## config.mk

```make
export PLATFORM = sky130hd
export DESIGN_NAME = rv_plic_hw_dispatcher_flat
export DESIGN_NICKNAME = d
export VERILOG_FILES = /design/src/rtl/rv_plic_dispatch_pkg.sv /design/src/rtl/rv_plic_hw_dispatcher_if.sv /design/src/rtl/prim_sat_counter.sv /design/src/rtl/rv_plic_hw_dispatcher.sv /design/src/flat_wrapper.sv
export SDC_FILE = /design/constraint.sdc
export NUM_CORES = 1
export LEC_CHECK = 0
export CAP_MARGIN = 20
export CORE_MARGIN = 2
export CORE_UTILIZATION = 45
export CTS_BUF_LIST = sky130_fd_sc_hd__clkbuf_8 sky130_fd_sc_hd__clkbuf_16
export CTS_CLUSTER_DIAMETER = 30
export DETAILED_ROUTE_END_ITERATION = 10
export PLACE_DENSITY_LB_ADDON = 0.12
export SYNTH_ARGS = -nofsm -noshare
export SYNTH_HDL_FRONTEND = slang
export SYNTH_SLANG_ARGS = --single-unit
```

## constraint.sdc

```tcl
create_clock -name clk_i -period 3 [get_ports clk_i]
set_input_delay 0.9 -clock clk_i [delete_from_list [all_inputs] [get_ports clk_i]]
set_output_delay 0.9 -clock clk_i [all_outputs]
set_load 0.02 [all_outputs]
```

## src/rtl/rv_plic_dispatch_pkg.sv

```systemverilog
// Shared types and constants for the PLIC hardware dispatcher.
package rv_plic_dispatch_pkg;

    typedef enum logic [2:0] {
        StIdle,
        StClaim,
        StDispatch,
        StWaitDone,
        StComplete,
        StSettle
    } dispatch_state_e;

    localparam int unsigned SettleCyclesDef = 2;
    localparam int unsigned DispCntW        = 16;
    localparam int unsigned ToCntW          = 8;

endpackage

```

## src/rtl/rv_plic_hw_dispatcher_if.sv

```systemverilog
// Request handshake between the dispatcher (master) and the hardware engine (slave).
interface rv_plic_hw_dispatcher_if #(
    parameter int unsigned SrcW = 6
) ();
    logic            req_valid_o;
    logic [SrcW-1:0] req_id_o;
    logic            req_ready_i;
    logic            done_i;

    modport master (
        output req_valid_o,
        output req_id_o,
        input  req_ready_i,
        input  done_i
    );

    modport slave (
        input  req_valid_o,
        input  req_id_o,
        output req_ready_i,
        output done_i
    );
endinterface

```

## src/rtl/prim_sat_counter.sv

```systemverilog
// Up-counter that sticks at its all-ones value instead of wrapping.
module prim_sat_counter #(
    parameter int unsigned Width = 8
) (
    input  logic             clk_i,
    input  logic             rst_ni,
    input  logic             inc_i,
    output logic [Width-1:0] cnt_o
);
    logic [Width-1:0] cnt_d, cnt_q;

    always_comb begin
        cnt_d = cnt_q;
        if (inc_i && (cnt_q != '1)) begin
            cnt_d = cnt_q + Width'(1);
        end
    end

    always_ff @(posedge clk_i or negedge rst_ni) begin
        if (!rst_ni) begin
            cnt_q <= '0;
        end else begin
            cnt_q <= cnt_d;
        end
    end

    assign cnt_o = cnt_q;
endmodule

```

## src/rtl/rv_plic_hw_dispatcher.sv

```systemverilog
// Claims a PLIC interrupt, hands its ID to a hardware engine, then completes it
// on done or timeout.
module rv_plic_hw_dispatcher
    import rv_plic_dispatch_pkg::*;
#(
    parameter  int unsigned NumSrc       = 32,
    parameter  int unsigned TimeoutW     = 16,
    parameter  int unsigned SettleCycles = SettleCyclesDef,
    localparam int unsigned SRCW         = $clog2(NumSrc + 1)
) (
    input  logic                      clk_i,
    input  logic                      rst_ni,
    input  logic                      en_i,
    input  logic [TimeoutW-1:0]       timeout_i,
    input  logic                      irq_i,
    input  logic [SRCW-1:0]           irq_id_i,
    output logic                      claim_o,
    output logic                      complete_o,
    output logic [SRCW-1:0]           complete_id_o,
    rv_plic_hw_dispatcher_if.master   req_if,
    output logic                      busy_o,
    output logic                      timeout_o,
    output logic [DispCntW-1:0]       dispatch_cnt_o,
    output logic [ToCntW-1:0]         timeout_cnt_o
);
    // One extra bit keeps the width legal when SettleCycles is 0.
    localparam int unsigned SettleW = $clog2(SettleCycles + 2);

    dispatch_state_e     state_d, state_q;
    logic [SRCW-1:0]     cur_id_d, cur_id_q;
    logic [TimeoutW-1:0] timer_d, timer_q;
    logic [SettleW-1:0]  settle_d, settle_q;
    logic                req_valid;
    logic                disp_inc;
    logic                to_inc;

    always_comb begin
        state_d    = state_q;
        cur_id_d   = cur_id_q;
        timer_d    = timer_q;
        settle_d   = settle_q;
        claim_o    = 1'b0;
        complete_o = 1'b0;
        req_valid  = 1'b0;
        timeout_o  = 1'b0;
        disp_inc   = 1'b0;
        to_inc     = 1'b0;
        unique case (state_q)
            StIdle: begin
                if (en_i && irq_i && (irq_id_i != '0)) begin
                    state_d = StClaim;
                end
            end
            StClaim: begin
                claim_o  = 1'b1;
                cur_id_d = irq_id_i;
                state_d  = StDispatch;
            end
            StDispatch: begin
                req_valid = 1'b1;
                if (req_if.req_ready_i) begin
                    timer_d  = timeout_i;
                    disp_inc = 1'b1;
                    state_d  = StWaitDone;
                end
            end
            StWaitDone: begin
                // done beats a simultaneous expiry; a timer of 0 never expires.
                if (req_if.done_i) begin
                    state_d = StComplete;
                end else if (timer_q == TimeoutW'(1)) begin
                    timeout_o = 1'b1;
                    to_inc    = 1'b1;
                    state_d   = StComplete;
                end else if (timer_q != '0) begin
                    timer_d = timer_q - TimeoutW'(1);
                end
            end
            StComplete: begin
                complete_o = 1'b1;
                settle_d   = SettleW'(SettleCycles);
                state_d    = StSettle;
            end
            StSettle: begin
                if (settle_q <= SettleW'(1)) begin
                    settle_d = '0;
                    state_d  = StIdle;
                end else begin
                    settle_d = settle_q - SettleW'(1);
                end
            end
            default: state_d = StIdle;
        endcase
    end

    always_ff @(posedge clk_i or negedge rst_ni) begin
        if (!rst_ni) begin
            state_q  <= StIdle;
            cur_id_q <= '0;
            timer_q  <= '0;
            settle_q <= '0;
        end else begin
            state_q  <= state_d;
            cur_id_q <= cur_id_d;
            timer_q  <= timer_d;
            settle_q <= settle_d;
        end
    end

    assign req_if.req_valid_o = req_valid;
    assign req_if.req_id_o    = cur_id_q;
    assign complete_id_o      = cur_id_q;
    assign busy_o             = (state_q != StIdle);

    prim_sat_counter #(
        .Width (DispCntW)
    ) u_dispatch_cnt (
        .clk_i  (clk_i),
        .rst_ni (rst_ni),
        .inc_i  (disp_inc),
        .cnt_o  (dispatch_cnt_o)
    );

    prim_sat_counter #(
        .Width (ToCntW)
    ) u_timeout_cnt (
        .clk_i  (clk_i),
        .rst_ni (rst_ni),
        .inc_i  (to_inc),
        .cnt_o  (timeout_cnt_o)
    );
endmodule

```

## src/flat_wrapper.sv

```systemverilog
// flat-port wrapper written by rule: the top's interface ports become plain ports
module rv_plic_hw_dispatcher_flat import rv_plic_dispatch_pkg::*;
#(
    parameter  int unsigned NumSrc       = 32,
    parameter  int unsigned TimeoutW     = 16,
    parameter  int unsigned SettleCycles = SettleCyclesDef,
    localparam int unsigned SRCW         = $clog2(NumSrc + 1)
)
  (clk_i, rst_ni, en_i, timeout_i, irq_i, irq_id_i, claim_o, complete_o, complete_id_o, busy_o, timeout_o, dispatch_cnt_o, timeout_cnt_o, req_if_req_valid_o, req_if_req_id_o, req_if_req_ready_i, req_if_done_i);
  rv_plic_hw_dispatcher_if #(.SrcW((6))) req_if_i ();
  input  logic clk_i;
  input  logic rst_ni;
  input  logic en_i;
  input  logic [TimeoutW-1:0] timeout_i;
  input  logic irq_i;
  input  logic [SRCW-1:0] irq_id_i;
  output logic claim_o;
  output logic complete_o;
  output logic [SRCW-1:0] complete_id_o;
  output logic busy_o;
  output logic timeout_o;
  output logic [DispCntW-1:0] dispatch_cnt_o;
  output logic [ToCntW-1:0] timeout_cnt_o;
  output wire logic [$bits(req_if_i.req_valid_o)-1:0] req_if_req_valid_o;
  output wire logic [$bits(req_if_i.req_id_o)-1:0] req_if_req_id_o;
  input wire logic [$bits(req_if_i.req_ready_i)-1:0] req_if_req_ready_i;
  input wire logic [$bits(req_if_i.done_i)-1:0] req_if_done_i;
  assign req_if_req_valid_o = req_if_i.req_valid_o;
  assign req_if_req_id_o = req_if_i.req_id_o;
  assign req_if_i.req_ready_i = req_if_req_ready_i;
  assign req_if_i.done_i = req_if_done_i;
  rv_plic_hw_dispatcher #(.NumSrc(NumSrc), .TimeoutW(TimeoutW), .SettleCycles(SettleCycles)) u_core (.clk_i(clk_i), .rst_ni(rst_ni), .en_i(en_i), .timeout_i(timeout_i), .irq_i(irq_i), .irq_id_i(irq_id_i), .claim_o(claim_o), .complete_o(complete_o), .complete_id_o(complete_id_o), .req_if(req_if_i), .busy_o(busy_o), .timeout_o(timeout_o), .dispatch_cnt_o(dispatch_cnt_o), .timeout_cnt_o(timeout_cnt_o));
endmodule
```

### Word-level counts from Yosys, hierarchy flattened

Cells that the tools add are included.

* flip-flop bits (word level): 51
* logic and storage cells: 59
* output and inout bits: 41
* bits of input ports: 28

* reductions and logical operators: 12
* add/subtract/negate cells: 4
* $lt $le $gt $ge: 1
* equality and inequality tests: 15
* mux-type cells: 21

Operator list (number)
* $mux W16: 4
* $pmux W16 S2: 1
* $pmux W3 S6: 1
* $add A16 B1 Y16 const B: 1
* $eq A16 B1 Y1 const B: 1
* $ne A16 B16 Y1 const B: 1
* $reduce_bool A16 Y1: 1
* $sub A16 B1 Y16 const B: 1
* $mux W3: 5
* $add A8 B1 Y8 const B: 1
* $mux W1: 8
* $ne A8 B8 Y1 const B: 1
* $eq A3 B2 Y1 const B: 2
* $eq A3 B3 Y1 const B: 2
* $ne A2 B1 Y1 const B: 3
* $ne A2 B2 Y1 const B: 3
* $reduce_bool A6 Y1: 1
* $reduce_and A5 Y1: 1
* $logic_and A1 B1 Y1: 4
* $pmux W2 S2: 1
* $reduce_and A4 Y1: 1
* $reduce_bool A2 Y1: 2
* $eq A3 B1 Y1 const B: 1
* $logic_not A3 Y1: 1
* 5 further kinds: 5

### Longest topological paths before layout

Gate-level depths: netlist (run 1).

* depth in word-level cells: 5
* gate-level depth with buffers: 7
* mapped depth without buffers: 7

### Hierarchy

Synthesis (run 1) repeated with hierarchy kept, for this count alone.

* cell total of the unflattened synthesis: 287
* area total of the unflattened synthesis: 2980.4 µm²

Modules (own cells, without submodules)
* rv_plic_hw_dispatcher: seq. area each 675.6 µm², instances 1, cells each 181, area each 1712.9 µm²
* prim_sat_counter (u_core.u_dispatch_cnt): seq. area each 400.4 µm², instances 1, cells each 72, area each 859.6 µm²
* prim_sat_counter (u_core.u_timeout_cnt): seq. area each 200.2 µm², instances 1, cells each 34, area each 407.9 µm²

### Worst setup path after synthesis (run 1)

No wires, ideal clock.

* kind: register to output
* from: register u_core.timer_q[13]
* to: output timeout_o
* arrival: 1804 ps
* buffers on the path: 0
* setup slack: 296 ps
* required time: 2100 ps
* cell stages (with the launch flop): 4
* path through: dfrtp_1 -> or4_4 -> or4_4 -> nor4_4

* cells in the longest elaborated chain, start to end: 4

RTL lines
* start, declared: line rv_plic_hw_dispatcher.sv:31 `logic [TimeoutW-1:0] timer_d, timer_q;`
* start signal, assigned: line rv_plic_hw_dispatcher.sv:105 `timer_q <= timer_d;`
* $eq A16 B1 Y1: line rv_plic_hw_dispatcher.sv:71 `end else if (timer_q == TimeoutW'(1)) begin`
* $mux W1: line rv_plic_hw_dispatcher.sv:71
* $mux W1: line rv_plic_hw_dispatcher.sv:69 `if (req_if.done_i) begin`
* $mux W1: line rv_plic_hw_dispatcher.sv:48 `unique case (state_q)`
* end, declared: line flat_wrapper.sv:21 `output logic timeout_o;`

No other way between the ends.

### Final worst setup path (run 1)

* from: register u_core.timer_q[12]
* to: output timeout_o

Same word-level chain as after synthesis.

==> qor.yml, run 1 <==
run_status:
  status: "finished clean"
global_route:
  antenna_found_initial: 0
  gr-total-overflow: 0
  grt_max_degree: 43
  grt_usage: 0.201
  grt_pass1_vias: 2448
  grt_first_pass_wirelength_um: 11500
layout:
  final_cells: 451
  nFillCells: 503
  drive_above_1_share: 0.144
  antenna_cells: 0
  finalNetCount: 408
  area_growth_pct: 35.3
detailed_routing:
  antenna_left: 0
  firstDrtPassIters: 4
  drc: 0
  drt_iter0_markers: 144
  viasPerCell: 5.53
  drt_wl_total_um: 6880
  wl_per_cell_um: 15.2
  num_vias: 2495
clock_network:
  clock_latency_ns: 0.32
  cts_buffers: 5
  ctsRootBufferMaster: "clkbuf_8"
  cts_tree: "yes"
  cts_setup_buffers: 0
  htreeDepth: 2
  clkTransAtPathRegs_ns: 0.10
  cts_buffer_depth: 2
  clkSinkCount: 51
worst_setup_path:
  cpMostUsedCell: "or4_4"
  critPathBufInv: 1
  slowest_delay_ns: 0.54
  crit_required_ns: 2.10
  arrival_ns: 2.08
  critPathLaunchType: "register"
  cp_slowest_cell: "or4_4"
  crit_family: "simple AND/OR/NAND/NOR gates"
  critPathKind: "reg -> out"
  crit_fanout: 2
  cp-end-kind: "primary output"
  worstPathCellList: "or4_4 > or4_4 > nor4_4 > buf_4"
timing:
  tns_ns: 0
  rsz0062_at_grt: "true"
  final.period_utilization: 0.992
  min_period_ns: 2.98
  drv_slew: 0
  max-slew-margin-rel: 0.367
  clock.fmax_mhz: 336
  setup_ws_ns: 0.0231
  worst_pin_slew_ns: 0.949
  fin_skew_ns: 0.00596
  hold_viol_final: 0
  finalSetupViolations: 0
place:
  place.gp.congestion: 0.875
  hpwl_um: 5050
  portBuffers: 68
  preCtsSetupSlack_ns: -0.388
  dp_cells: 444
pwr:
  ir_worst_vdd_mv: 0.602
  p_leak_nw: 1.59
  finalPower_mw: 3.15
  p_per_area_nw_per_um2: 827
floorplanning:
  chipWidth_um: 83.0
  start_util: 0.469
  coreArea_um2: 5990
  core.rowCount: 28
  die_h_um: 83.0
  io_pins: 69
  die_area_um2: 6900
logic_synthesis:
  ys.warnings.count: 0
  ys_seq_area_frac: 0.454
  netlist_area_um2: 2810
  synth_cell_types: 52
  syn-instance-count: 291
  synth_edf_count: 0
  synthesis.nets: 323
  synthArstFlopShare: 1.00
  ys_ff_latch: 51
  synth.avg_cell_area_um2: 9.66
  yosys_most_used_dff: "dfrtp_1"
job:
  drv_cap: 0
hold_path:
  hp-class: "reg -> reg"
## power breakdown
group          switching (mW)  total, mW  internal [mW]
registers               0.194       1.09          0.895
logic                   0.825       1.57          0.748
clock network           0.240      0.484          0.244
total                    1.26       3.15           1.89
## registers in the layout, summed over array words and instances, names as in the netlist
register	count
u_core.u_dispatch_cnt.cnt_o	16
u_core.complete_id_o	6
u_core.timer_q	16
u_core.state_q	3
u_core.settle_q	2
u_core.u_timeout_cnt.cnt_o	8
## cells in the mapped netlist, types with 3 or more instances
library cell  instances  area, um^2
nor4_1               10        62.6
nor3_1               13        65.1
nor3b_1               5        37.5
and3_1                6        37.5
o21ai_0              23         115
nand4_1               9        56.3
mux2_2                9         101
xnor2_1               9        78.8
clkbuf_1              8        30.0
a211oi_1              3        22.5
nand2b_1              4        25.0
a21oi_1              19        95.1
ha_1                  4        50.1
dfrtp_1              51        1280
nand2_1              22        82.6
o22ai_1               3        18.8
xor2_1               10        87.6
nand3_1              10        50.1
nor2_1               18        67.6
inv_1                 6        22.5
buf_4                 6        45.0
## metrics by stage
step / utilization / hold WS, ns / cell area, um^2
floorplan: - / 0.463 / 2810
global placement: 0.617 / 0.479 / 3700
detailed placement: 0.617 / 0.504 / 3700
CTS: 0.635 / 0.518 / 3800
global route: 0.635 / 0.548 / 3800
finish: 0.635 / 0.517 / 3800
## metal layers
metal	vias to the layer above	GRT usage	part of all wire
met5	-	0	0
met4	0	0.0581	0.012
met3	8	0.0437	0.042
met2	59	0.320	0.46
met1	1190	0.277	0.48
li1	1238	-	-
## layout by cell type, fill, tap and decap left out, types with 3 or more instances in the layout
cell type        netlist  final
clkdlybuf4s50_1        0     66
dfrtp_1               51     51
buf_4                  6     29
o21ai_0               23     23
nand2_1               22     22
a21oi_1               19     19
nor2_1                18     18
nor3_1                13     13
nand3_1               10     10
xor2_1                10     10
nor4_1                10     10
nand4_1                9      9
xnor2_1                9      9
mux2_2                 9      9
inv_1                  6      6
and3_1                 6      6
nor3b_1                5      5
clkbuf_8               0      5
nand2b_1               4      4
ha_1                   4      4
o22ai_1                3      3
a211oi_1               3      3
## layout make-up
class / instances / area, um^2 / area share
Clock buffer: 5 / 68.8 / 0.0181
Timing Repair Buffer: 96 / 883 / 0.232
Multi-Input combinational cell: 216 / 1420 / 0.374
Tap cell: 75 / 93.8 / 0.0247
Clock inverter: 2 / 37.5 / 0.00987
Inverter: 6 / 22.5 / 0.00592
Sequential cell: 51 / 1280 / 0.336
## final timing paths
path	startpoint	to	slack, ns	cells after the start
worst max-delay path	u_core.timer_q[12]	timeout_o	0.02	4
worst min-delay path	u_core.u_dispatch_cnt.cnt_o[7]	u_core.u_dispatch_cnt.cnt_o[7]	0.52	1
worst max register to register	u_core.timer_q[12]	u_core.u_timeout_cnt.cnt_o[6]	0.71	6
worst min register to register	u_core.u_dispatch_cnt.cnt_o[7]	u_core.u_dispatch_cnt.cnt_o[7]	0.52	1
max in group asynchronous	rst_ni	u_core.timer_q[6]	1.62	2
min in group asynchronous	rst_ni	u_core.u_dispatch_cnt.cnt_o[10]	0.72	1
## timing repair
item / CTS / global route
endpoints found under the hold margin: 0 / 0
hold buffers: 0 / 0
pin swaps: 1 / 0
setup endpoints to repair: 1 / 1
resized for setup: 6 / 0
## cell families (layout without fill, tap and decap cells)
family	Yosys count	after routing	share of synthesized area
mux	12	12	0.0472
fa+ha+maj	4	4	0.0178
simple gates	116	116	0.239
compound gates	65	65	0.141
xor+xnor	19	19	0.0592
flops	51	51	0.454
buf+inv	24	109	0.0414
No activity file was read; power rests on OpenSTA's default activity.
==> inputs of run 2 (changes only) <==
--- a/config.mk
+++ b/config.mk
@@ -6,7 +6,7 @@
 export NUM_CORES = 1
 export LEC_CHECK = 0
 export CAP_MARGIN = 20
-export CORE_MARGIN = 2
+export CORE_MARGIN = 3
 export CORE_UTILIZATION = 45
 export CTS_BUF_LIST = sky130_fd_sc_hd__clkbuf_8 sky130_fd_sc_hd__clkbuf_16
 export CTS_CLUSTER_DIAMETER = 30
==> constraint.sdc (replaced) <==
create_clock -name clk_i -period 3.6 [get_ports clk_i]
set_input_delay 1.08 -clock clk_i [delete_from_list [all_inputs] [get_ports clk_i]]
set_output_delay 1.08 -clock clk_i [all_outputs]
set_load 0.02 [all_outputs]
==> run 2 against run 1 <==
  * Utilization down 1.7 points
  * Largest cell class unchanged
  * Worst hold slack worse by 0.0022 ns
  * Critical path depth unchanged
  * Critical endpoint unchanged
  * Via count down 0.32%
  * Worst setup slack better by 0.056 ns
==> qor.yml, run 2 (same netlist as run 1, synthesis figures left out) <==
run_status:
  status: "finished clean"
clock_network:
  clock_latency_ns: 0.30
  holdBufCountCts: 0
  clkTransAtPathRegs_ns: 0.10
  cts_buffer_depth: 2
  clkSinkCount: 51
  htreeDepth: 2
  cts_buffers: 5
  ctsRootBufferMaster: "clkbuf_8"
  cts_tree: "yes"
worst_setup_path:
  critPathLaunchType: "primary input"
  cp-end-kind: "primary output"
  cp_slowest_cell: "clkdlybuf4s50_1"
  cp-startpoint: "req_if_done_i"
  worstPathCellList: "clkdlybuf4s50_1 > or2b_2 > nor4_4 > dlygate4sd2_1"
  r2r_slack_ns: 1.12
  critPathBufInv: 2
  timing.rr.start: "u_core.timer_q[13]"
  crit_fanout: 2
  slowest_delay_ns: 0.45
  crit_required_ns: 2.52
  ff2ff_path_depth: 6
  critPathKind: "in -> out"
  rr_endpoint: "u_core.u_timeout_cnt.cnt_o[6]"
  crit_family: "buffers and inverters"
  arrival_ns: 2.44
timing:
  fin_skew_ns: 0.0108
  worst_pin_slew_ns: 0.667
  finalSetupViolations: 0
  min_period_ns: 3.52
  clock.fmax_mhz: 284
  whs_ns: 0.515
  rsz0062_at_grt: "false"
  tns_ns: 0
  max-slew-margin-rel: 0.554
  final.period_utilization: 0.978
  hold_viol_final: 0
  drv_slew: 0
layout:
  nFillCells: 533
  area_growth_pct: 31.6
  drive_above_1_share: 0.108
  finalNetCount: 393
  finish.utilization: 0.618
  mostFrequentLayoutCells: "clkdlybuf4s50_1, dfrtp_1, o21ai_0"
  antenna_cells: 0
  final_common_cell: "clkdlybuf4s50_1"
  finalInstanceArea_um2: 3700
pwr:
  swShare: 0.399
  finalPower_mw: 2.54
  p_clk_frac: 0.163
  power_frac_seq: 0.373
  power_frac_comb: 0.464
  p_leak_nw: 1.53
  ir_worst_vdd_mv: 0.461
  p_per_area_nw_per_um2: 687
  switchingPower_mw: 1.01
  intPower_mw: 1.53
detailed_routing:
  wl_per_cell_um: 15.0
  drt_iter0_markers: 113
  antenna_left: 0
  num_vias: 2487
  viasPerCell: 5.69
  drc: 0
  firstDrtPassIters: 4
  drt_wl_total_um: 6560
floorplanning:
  die_h_um: 85.0
  core.rowCount: 28
  start_util: 0.469
  coreArea_um2: 5990
  io_pins: 69
  die_area_um2: 7230
  chipWidth_um: 85.0
global_route:
  grt_first_pass_wirelength_um: 11400
  grt_pass1_vias: 2344
  antenna_found_initial: 0
  gr-total-overflow: 0
  grt_max_degree: 33
  grt_usage: 0.194
place:
  hpwl_um: 5020
  post_dp_cell_area_um2: 3580
  place.gp.congestion: 0.872
  portBuffers: 68
hold_path:
  hold_path_end: "u_core.settle_q[0]"
  min_from: "u_core.settle_q[0]"
  hold_path_depth: 2
  hp-class: "reg -> reg"
job:
  drv_cap: 0
## run 2: what timing repair did
item,CTS,global route
resized for setup,1,0
setup buffers,0,0
setup endpoints to repair,1,0
## run 2: power groups by stage
| stage | logic, mW | registers (mW) | clock network [mW] |
|---|---|---|---|
| global route | 1.30 | 0.983 | 0.450 |
| finish | 1.18 | 0.948 | 0.414 |
| detailed placement | 1.19 | 0.956 | 0 |
| CTS | 1.19 | 0.947 | 0.426 |
| floorplan | 0.741 | 0.967 | 0 |
| global placement | 1.16 | 0.945 | 0 |
## run 2: how the worst max path moves through the flow
stage | endpoint | slack [ns] | depth (start not counted)
finish | timeout_o | 0.08 | 4
global route | timeout_o | 0.03 | 4
CTS | timeout_o | 0.08 | 4
detailed placement | timeout_o | -0.21 | 4
global placement | timeout_o | -0.21 | 4
floorplan | timeout_o | 0.72 | 3
## run 2: routing by layer
metal | wire, um | global-route usage
met1 | 3090 | 0.279
met4 | 63 | 0.0388
met3 | 356 | 0.0447
met5 | 0 | 0
met2 | 3050 | 0.301
## run 2: worst min-delay path, stage by stage, from the launching register on
cell	delay, ns
dfrtp_1	0.37
nand2_1	0.05
nand2_1	0.06
## run 2: through the flow
stage / setup slack, ns / cells
2_1_floorplan: 0.716 / 291
3_3_place_gp: -0.208 / 429
3_5_place_dp: -0.210 / 429
4_1_cts: 0.0799 / 437
5_1_grt: 0.0298 / 437
6_report: 0.0792 / 437
## run 2: final cells by class
type	instances	area, um^2	share of cell area
Tap cell	75	93.8	0.0254
Clock buffer	6	82.6	0.0223
Sequential cell	51	1280	0.345
Timing Repair Buffer	81	772	0.209
Multi-Input combinational cell	216	1420	0.383
Inverter	6	22.5	0.00609
Clock inverter	2	35.0	0.00947
